===== src/rtl/fire_suppression_scheduler.sv =====
// Shared suppression pump scheduler: primes the pump, grants one zone valve
// at a time round-robin with min/max spray windows and purge gaps.
module fire_suppression_scheduler #(
    parameter int NUM_ZONES    = 4,
    parameter int PRIME_CYCLES = 4,
    parameter int MIN_SPRAY    = 8,
    parameter int MAX_SPRAY    = 32,
    parameter int PURGE_CYCLES = 2,
    localparam int AW = (NUM_ZONES > 1) ? $clog2(NUM_ZONES) : 1
) (
    input  logic                 clk,
    input  logic                 reset,
    input  logic                 enable,
    input  logic [NUM_ZONES-1:0] zone_req,
    input  logic [NUM_ZONES-1:0] zone_alarm,
    output logic                 pump_on,
    output logic [NUM_ZONES-1:0] valve_sel,
    output logic [AW-1:0]        active_zone,
    output logic                 busy,
    output logic                 zone_served,
    output logic                 siren
);

    localparam int CW = $clog2(MAX_SPRAY + PRIME_CYCLES + PURGE_CYCLES + 1);

    typedef enum logic [1:0] {
        IDLE,
        PRIME,
        SPRAY,
        PURGE
    } state_t;

    state_t                 state_q;
    state_t                 state_n;
    logic [CW-1:0]          cnt_q;
    logic [CW-1:0]          cnt_n;
    logic [AW-1:0]          rr_q;
    logic [AW-1:0]          rr_n;
    logic [AW-1:0]          act_n;
    logic [AW-1:0]          act_inc;
    logic [AW-1:0]          pick_idx;
    logic                   pick_found;
    logic [AW:0]            pick_sum;
    logic [2*NUM_ZONES-1:0] req_rot;
    logic [NUM_ZONES-1:0]   own_mask;
    logic [NUM_ZONES-1:0]   next_mask;
    logic                   own_req;
    logic                   other_req;
    logic                   spray_done;
    logic                   served_n;

    // Rotate so bit i of req_rot is zone (rr_q + i) mod NUM_ZONES.
    assign req_rot = {zone_req, zone_req} >> rr_q;

    always_comb begin
        pick_found = 1'b0;
        pick_idx   = '0;
        pick_sum   = '0;
        for (int i = 0; i < NUM_ZONES; i++) begin
            if (!pick_found && req_rot[i]) begin
                pick_found = 1'b1;
                pick_sum   = {1'b0, rr_q} + (AW+1)'(i);
                if (pick_sum >= (AW+1)'(NUM_ZONES)) begin
                    pick_sum = pick_sum - (AW+1)'(NUM_ZONES);
                end
                pick_idx = pick_sum[AW-1:0];
            end
        end
    end

    always_comb begin
        own_mask  = '0;
        next_mask = '0;
        for (int i = 0; i < NUM_ZONES; i++) begin
            own_mask[i]  = (active_zone == AW'(i));
            next_mask[i] = (act_n == AW'(i));
        end
    end

    assign own_req   = |(zone_req & own_mask);
    assign other_req = |(zone_req & ~own_mask);

    assign act_inc = (active_zone == AW'(NUM_ZONES - 1)) ?
                     '0 : active_zone + AW'(1);

    assign spray_done = !enable ||
                        ((cnt_q >= CW'(MIN_SPRAY)) && !own_req) ||
                        ((cnt_q >= CW'(MAX_SPRAY)) && other_req);

    always_comb begin
        state_n  = state_q;
        cnt_n    = cnt_q;
        act_n    = active_zone;
        rr_n     = rr_q;
        served_n = 1'b0;
        unique case (state_q)
            IDLE: begin
                if (enable && pick_found) begin
                    state_n = PRIME;
                    act_n   = pick_idx;
                    cnt_n   = CW'(1);
                end
            end
            PRIME: begin
                if (!enable || !own_req) begin
                    state_n = PURGE;
                    cnt_n   = CW'(1);
                end else if (cnt_q == CW'(PRIME_CYCLES)) begin
                    state_n = SPRAY;
                    cnt_n   = CW'(1);
                end else begin
                    cnt_n = cnt_q + CW'(1);
                end
            end
            SPRAY: begin
                if (spray_done) begin
                    state_n  = PURGE;
                    cnt_n    = CW'(1);
                    served_n = 1'b1;
                    rr_n     = act_inc;
                end else if (cnt_q != CW'(MAX_SPRAY)) begin
                    cnt_n = cnt_q + CW'(1);
                end
            end
            PURGE: begin
                if (cnt_q == CW'(PURGE_CYCLES)) begin
                    // Pump is still primed, so a new grant skips PRIME.
                    if (enable && pick_found) begin
                        state_n = SPRAY;
                        act_n   = pick_idx;
                        cnt_n   = CW'(1);
                    end else begin
                        state_n = IDLE;
                        cnt_n   = '0;
                    end
                end else begin
                    cnt_n = cnt_q + CW'(1);
                end
            end
            default: begin
                state_n = IDLE;
                cnt_n   = '0;
            end
        endcase
    end

    always_ff @(posedge clk) begin
        if (reset) begin
            state_q     <= IDLE;
            cnt_q       <= '0;
            rr_q        <= '0;
            active_zone <= '0;
            pump_on     <= 1'b0;
            valve_sel   <= '0;
            busy        <= 1'b0;
            zone_served <= 1'b0;
            siren       <= 1'b0;
        end else begin
            state_q     <= state_n;
            cnt_q       <= cnt_n;
            rr_q        <= rr_n;
            active_zone <= act_n;
            pump_on     <= (state_n != IDLE);
            valve_sel   <= (state_n == SPRAY) ? next_mask : '0;
            busy        <= (state_n != IDLE);
            zone_served <= served_n;
            siren       <= |(zone_req | zone_alarm);
        end
    end

    a_valve_onehot: assert property (
        @(posedge clk) disable iff (reset) $onehot0(valve_sel));

    a_valve_pump: assert property (
        @(posedge clk) disable iff (reset) (valve_sel != '0) |-> pump_on);

endmodule


===== config.mk =====
export PLATFORM = sky130hd
export DESIGN_NAME = fire_suppression_scheduler
export DESIGN_NICKNAME = d
export VERILOG_FILES = /design/src/rtl/fire_suppression_scheduler.sv
export SDC_FILE = /design/constraint.sdc
export NUM_CORES = 1
export LEC_CHECK = 0
export CAP_MARGIN = 20
export CORE_UTILIZATION = 58
export DETAILED_ROUTE_END_ITERATION = 6
export MAX_ROUTING_LAYER = met4
export PLACE_DENSITY = 0.85
export SYNTH_ARGS = -nofsm -noshare
export SYNTH_HDL_FRONTEND = slang
export SYNTH_SLANG_ARGS = --single-unit

===== constraint.sdc =====
create_clock -name clk -period 3.95 [get_ports clk]
set_input_delay 0.395 -clock clk [delete_from_list [all_inputs] [get_ports clk]]
set_output_delay 0.395 -clock clk [all_outputs]
set_load 0.01 [all_outputs]

==> impl_metrics.xml <==
<?xml version="1.0" encoding="UTF-8"?>
<metrics>
  <group name="grt">
    <metric name="grt_pass1_vias" unit="">1311</metric>
    <metric name="antenna_found_initial" unit="">0</metric>
    <metric name="grt_max_degree" unit="">17</metric>
    <metric name="grt_usage" unit="%">30.3</metric>
    <metric name="grt_first_pass_wirelength" unit="um">5890</metric>
    <metric name="overflow" unit="">0</metric>
  </group>
  <group name="clocking">
    <metric name="clk_path_buf_depth" unit="">2</metric>
    <metric name="cts_post_setup_buffers_inserted" unit="">0</metric>
    <metric name="ctsHtreeMaxLevel" unit="">1</metric>
    <metric name="clk_pin_slew_worst_paths" unit="ns">0.13</metric>
    <metric name="clock_tree_from_tritoncts" unit="">done</metric>
    <metric name="clkLatencyLatePin" unit="ns">0.31</metric>
    <metric name="clk_root_buffer_cell" unit="">sky130_fd_sc_hd__clkbuf_4</metric>
    <metric name="cts.hold.buffers_added" unit="">0</metric>
    <metric name="number_of_buffers_inserted_during_clock_tree_synthesis" unit="">3</metric>
    <metric name="cts_repair_resize_count" unit="">0</metric>
    <metric name="clock-sinks" unit="">19</metric>
  </group>
  <group name="logic_synthesis">
    <metric name="post_synth_num_cell_types" unit="">54</metric>
    <metric name="synth_edf_count" unit="">0</metric>
    <metric name="yosys_register_bits" unit="">19</metric>
    <metric name="synth_area_leaders" unit="">sky130_fd_sc_hd__dfxtp_1, sky130_fd_sc_hd__ha_1, sky130_fd_sc_hd__inv_1, sky130_fd_sc_hd__a21oi_1, sky130_fd_sc_hd__o31ai_4</metric>
    <metric name="synth.yosys.seq_area_share" unit="%">26.6</metric>
    <metric name="yosysTopAreaCellShare" unit="%">26.6</metric>
    <metric name="library_cell_occupying_the_most_area_in_the_post_synthesis_netlist" unit="">sky130_fd_sc_hd__dfxtp_1</metric>
    <metric name="synth_nets" unit="">186</metric>
    <metric name="postSynthCellCount" unit="">163</metric>
    <metric name="mappedNetlistArea" unit="sq mm">0.00143</metric>
    <metric name="synth_async_sr_flop_share" unit="%">0</metric>
    <metric name="yosys_warnings" unit="">0</metric>
    <metric name="synth.avg_cell_area" unit="sq um">8.77</metric>
    <metric name="synth-main-ff-cell" unit="">sky130_fd_sc_hd__dfxtp_1</metric>
  </group>
  <group name="worst_setup_path">
    <metric name="worst_path_largest_cell_delay" unit="ns">0.50</metric>
    <metric name="cp_cell_sequence" unit="">inv_1, ha_1, a22o_1, o21ai_0, a21oi_1, a21oi_1, and4bb_2</metric>
    <metric name="cp_data_arrival_time" unit="ns">2.59</metric>
    <metric name="regToRegSetupSlack" unit="ns">1.57</metric>
    <metric name="critical_path_slowest_stage_cell" unit="">sky130_fd_sc_hd__dfxtp_1</metric>
    <metric name="timing.setup.critical_path_class" unit="">reg -&gt; reg</metric>
    <metric name="setup.worst_path.end_class" unit="">flop</metric>
    <metric name="path_common_cell" unit="">sky130_fd_sc_hd__a21oi_1</metric>
    <metric name="crit_required" unit="ns">4.16</metric>
    <metric name="timing.reg2reg.worst_path_depth" unit="">7</metric>
    <metric name="crit_path_start_kind" unit="">flop</metric>
    <metric name="critPathMaxFanout" unit="">6</metric>
  </group>
  <group name="floorplanning">
    <metric name="initial_utilization" unit="%">62.8</metric>
    <metric name="fp.coreArea" unit="sq mm">0.00228</metric>
    <metric name="floorplan.die_area" unit="sq mm">0.00267</metric>
    <metric name="rows" unit="">17</metric>
    <metric name="num_io_pins" unit="">21</metric>
    <metric name="die_h" unit="um">51.6</metric>
    <metric name="dieWidth" unit="um">51.6</metric>
  </group>
  <group name="layout">
    <metric name="drive_gt1_share" unit="%">13.2</metric>
    <metric name="diodes" unit="">0</metric>
    <metric name="finish.instance_area" unit="sq mm">0.00167</metric>
    <metric name="design.final.nets" unit="">206</metric>
    <metric name="area_growth" unit="%">16.6</metric>
  </group>
  <group name="sta">
    <metric name="fin_crit" unit="ns">2.38</metric>
    <metric name="postLayoutSetupSlackWorst" unit="ns">1.57</metric>
    <metric name="timing.clock.skew" unit="ns">0.0124</metric>
    <metric name="rsz0062_at_grt" unit="">no</metric>
    <metric name="finalCritPeriodShare" unit="%">60.3</metric>
    <metric name="tightestPinTransition" unit="ns">0.727</metric>
    <metric name="drv_slew" unit="">0</metric>
    <metric name="fin_tns_setup" unit="ns">0</metric>
    <metric name="finalHoldViolCount" unit="">0</metric>
    <metric name="finalSetupViolations" unit="">0</metric>
    <metric name="relSlewSlack" unit="%">50.9</metric>
    <metric name="fmax" unit="MHz">420</metric>
  </group>
  <group name="place">
    <metric name="post_dp_cell_area" unit="sq mm">0.00164</metric>
    <metric name="place.detailed.hpwl" unit="um">2720</metric>
    <metric name="dp_worst_slack" unit="ns">1.30</metric>
    <metric name="globalplace.congestion" unit="">0.919</metric>
    <metric name="port-buffer-count" unit="">20</metric>
  </group>
  <group name="run_status">
    <metric name="run_status" unit="">complete, no violations</metric>
  </group>
  <group name="route">
    <metric name="detail_route.vias_per_cell" unit="">6.53</metric>
    <metric name="dr.pass1.iters" unit="">4</metric>
    <metric name="vias" unit="">1372</metric>
    <metric name="drc_violations_left" unit="">0</metric>
    <metric name="dr.first_iter.drc_count" unit="">53</metric>
    <metric name="totalWireLength" unit="um">3600</metric>
    <metric name="route.detailed.wl_per_inst" unit="um">17.2</metric>
    <metric name="antenna_violating_nets_post_route" unit="">0</metric>
  </group>
  <group name="pwr">
    <metric name="cellLeakagePower" unit="uW">0.000588</metric>
    <metric name="maximum_vdd_drop" unit="V">0.000418</metric>
    <metric name="power_density" unit="mW/mm^2">496</metric>
  </group>
  <group name="worst_hold_path">
    <metric name="type_of_the_most_critical_hold_path" unit="">reg -&gt; reg</metric>
    <metric name="timing.hold.worst_path_depth" unit="">2</metric>
  </group>
  <group name="run">
    <metric name="maxCapViolCount" unit="">0</metric>
  </group>
</metrics>
-- critical path, delay by kind of cell, from the launching register on --
| kind | cells | cell delay [ns] |
|---|---|---|
| compound gates | 4 | 1.16 |
| fa+ha+maj | 1 | 0.25 |
| flops | 1 | 0.50 |
| buf+inv | 1 | 0.10 |
| simple gates | 1 | 0.27 |
-- cell families after synthesis --
| kind of cell | after synthesis | synth area share, % |
|---|---|---|
| AOI/OAI and AO/OA | 58 | 35.4 |
| and+or+nand+nor | 52 | 21.3 |
| buffers and inverters | 22 | 6.22 |
| DFF | 19 | 26.6 |
| adders and majority gates | 12 | 10.5 |
-- per-stage QoR --
stage	cells	utilization, %	hold slack [ns]	total power [uW]
finish	210	73.2	0.520	827
global placement	206	72.0	0.494	698
detailed placement	206	72.0	0.506	715
floorplan	163	-	0.472	587
CTS	210	73.2	0.522	821
global route	210	73.2	0.535	876
-- power breakdown --
| group | internal, uW | switching [uW] | total (uW) |
|---|---|---|---|
| logic | 189 | 274 | 463 |
| clock network | 37.8 | 67.5 | 105 |
| registers | 225 | 33.7 | 258 |
| total | 452 | 375 | 827 |
-- path summary, 6_finish.rpt --
kind                                     start            to
worst max-delay path            active_zone[0]  valve_sel[0]
worst min-delay path                   rr_q[1]       rr_q[1]
worst max register to register  active_zone[0]  valve_sel[0]
worst min register to register         rr_q[1]       rr_q[1]
-- cells in the mapped netlist, types with 4 or more instances --
library cell               number
sky130_fd_sc_hd__inv_1         17
sky130_fd_sc_hd__ha_1          12
sky130_fd_sc_hd__nor4_1         4
sky130_fd_sc_hd__dfxtp_1       19
sky130_fd_sc_hd__o21ai_0        6
sky130_fd_sc_hd__o221ai_1       4
sky130_fd_sc_hd__a21oi_1       11
sky130_fd_sc_hd__nor2b_1        4
sky130_fd_sc_hd__nand2_1       11
sky130_fd_sc_hd__nor2_1         9
-- layer usage --
metal,part of all wire (%),GRT usage (%)
met5,0,-
met4,2.2,12.2
met3,6.5,5.26
met2,47,48.5
met1,45,37.9
-- cell usage in the layout, fill, tap and decap left out, types with 3 or more instances in the layout --
cell type and count:
sky130_fd_sc_hd__a211oi_1 3, sky130_fd_sc_hd__a21oi_1 11, sky130_fd_sc_hd__a22oi_1 3, sky130_fd_sc_hd__clkbuf_4 3
sky130_fd_sc_hd__clkdlybuf4s50_1 20, sky130_fd_sc_hd__dfxtp_1 19, sky130_fd_sc_hd__ha_1 12, sky130_fd_sc_hd__inv_1 17
sky130_fd_sc_hd__nand2_1 11, sky130_fd_sc_hd__nand3_1 3, sky130_fd_sc_hd__nor2_1 9, sky130_fd_sc_hd__nor2b_1 4
sky130_fd_sc_hd__nor3_1 3, sky130_fd_sc_hd__nor4_1 4, sky130_fd_sc_hd__o211ai_1 3, sky130_fd_sc_hd__o21a_1 3
sky130_fd_sc_hd__o21ai_0 6, sky130_fd_sc_hd__o221ai_1 4
-- flip-flops by register name (all words and copies together), names as in the netlist --
| signal | cells |
|---|---|
| siren | 1 |
| rr_q | 2 |
| busy | 1 |
| state_q | 2 |
| zone_served | 1 |
| cnt_q | 6 |
| active_zone | 2 |
| valve_sel | 4 |
-- area by class of cell --
type                    count  area (sq um)
multi-input cells         122           960
fillers                   171           609
flip-flops and latches     19           380
repair buffers             20           200
inverters                  17          63.8
well taps                  28          35.0
clock buffers               3          22.5
clock inverters             1          5.00
Power figures use the tool's default switching activity.
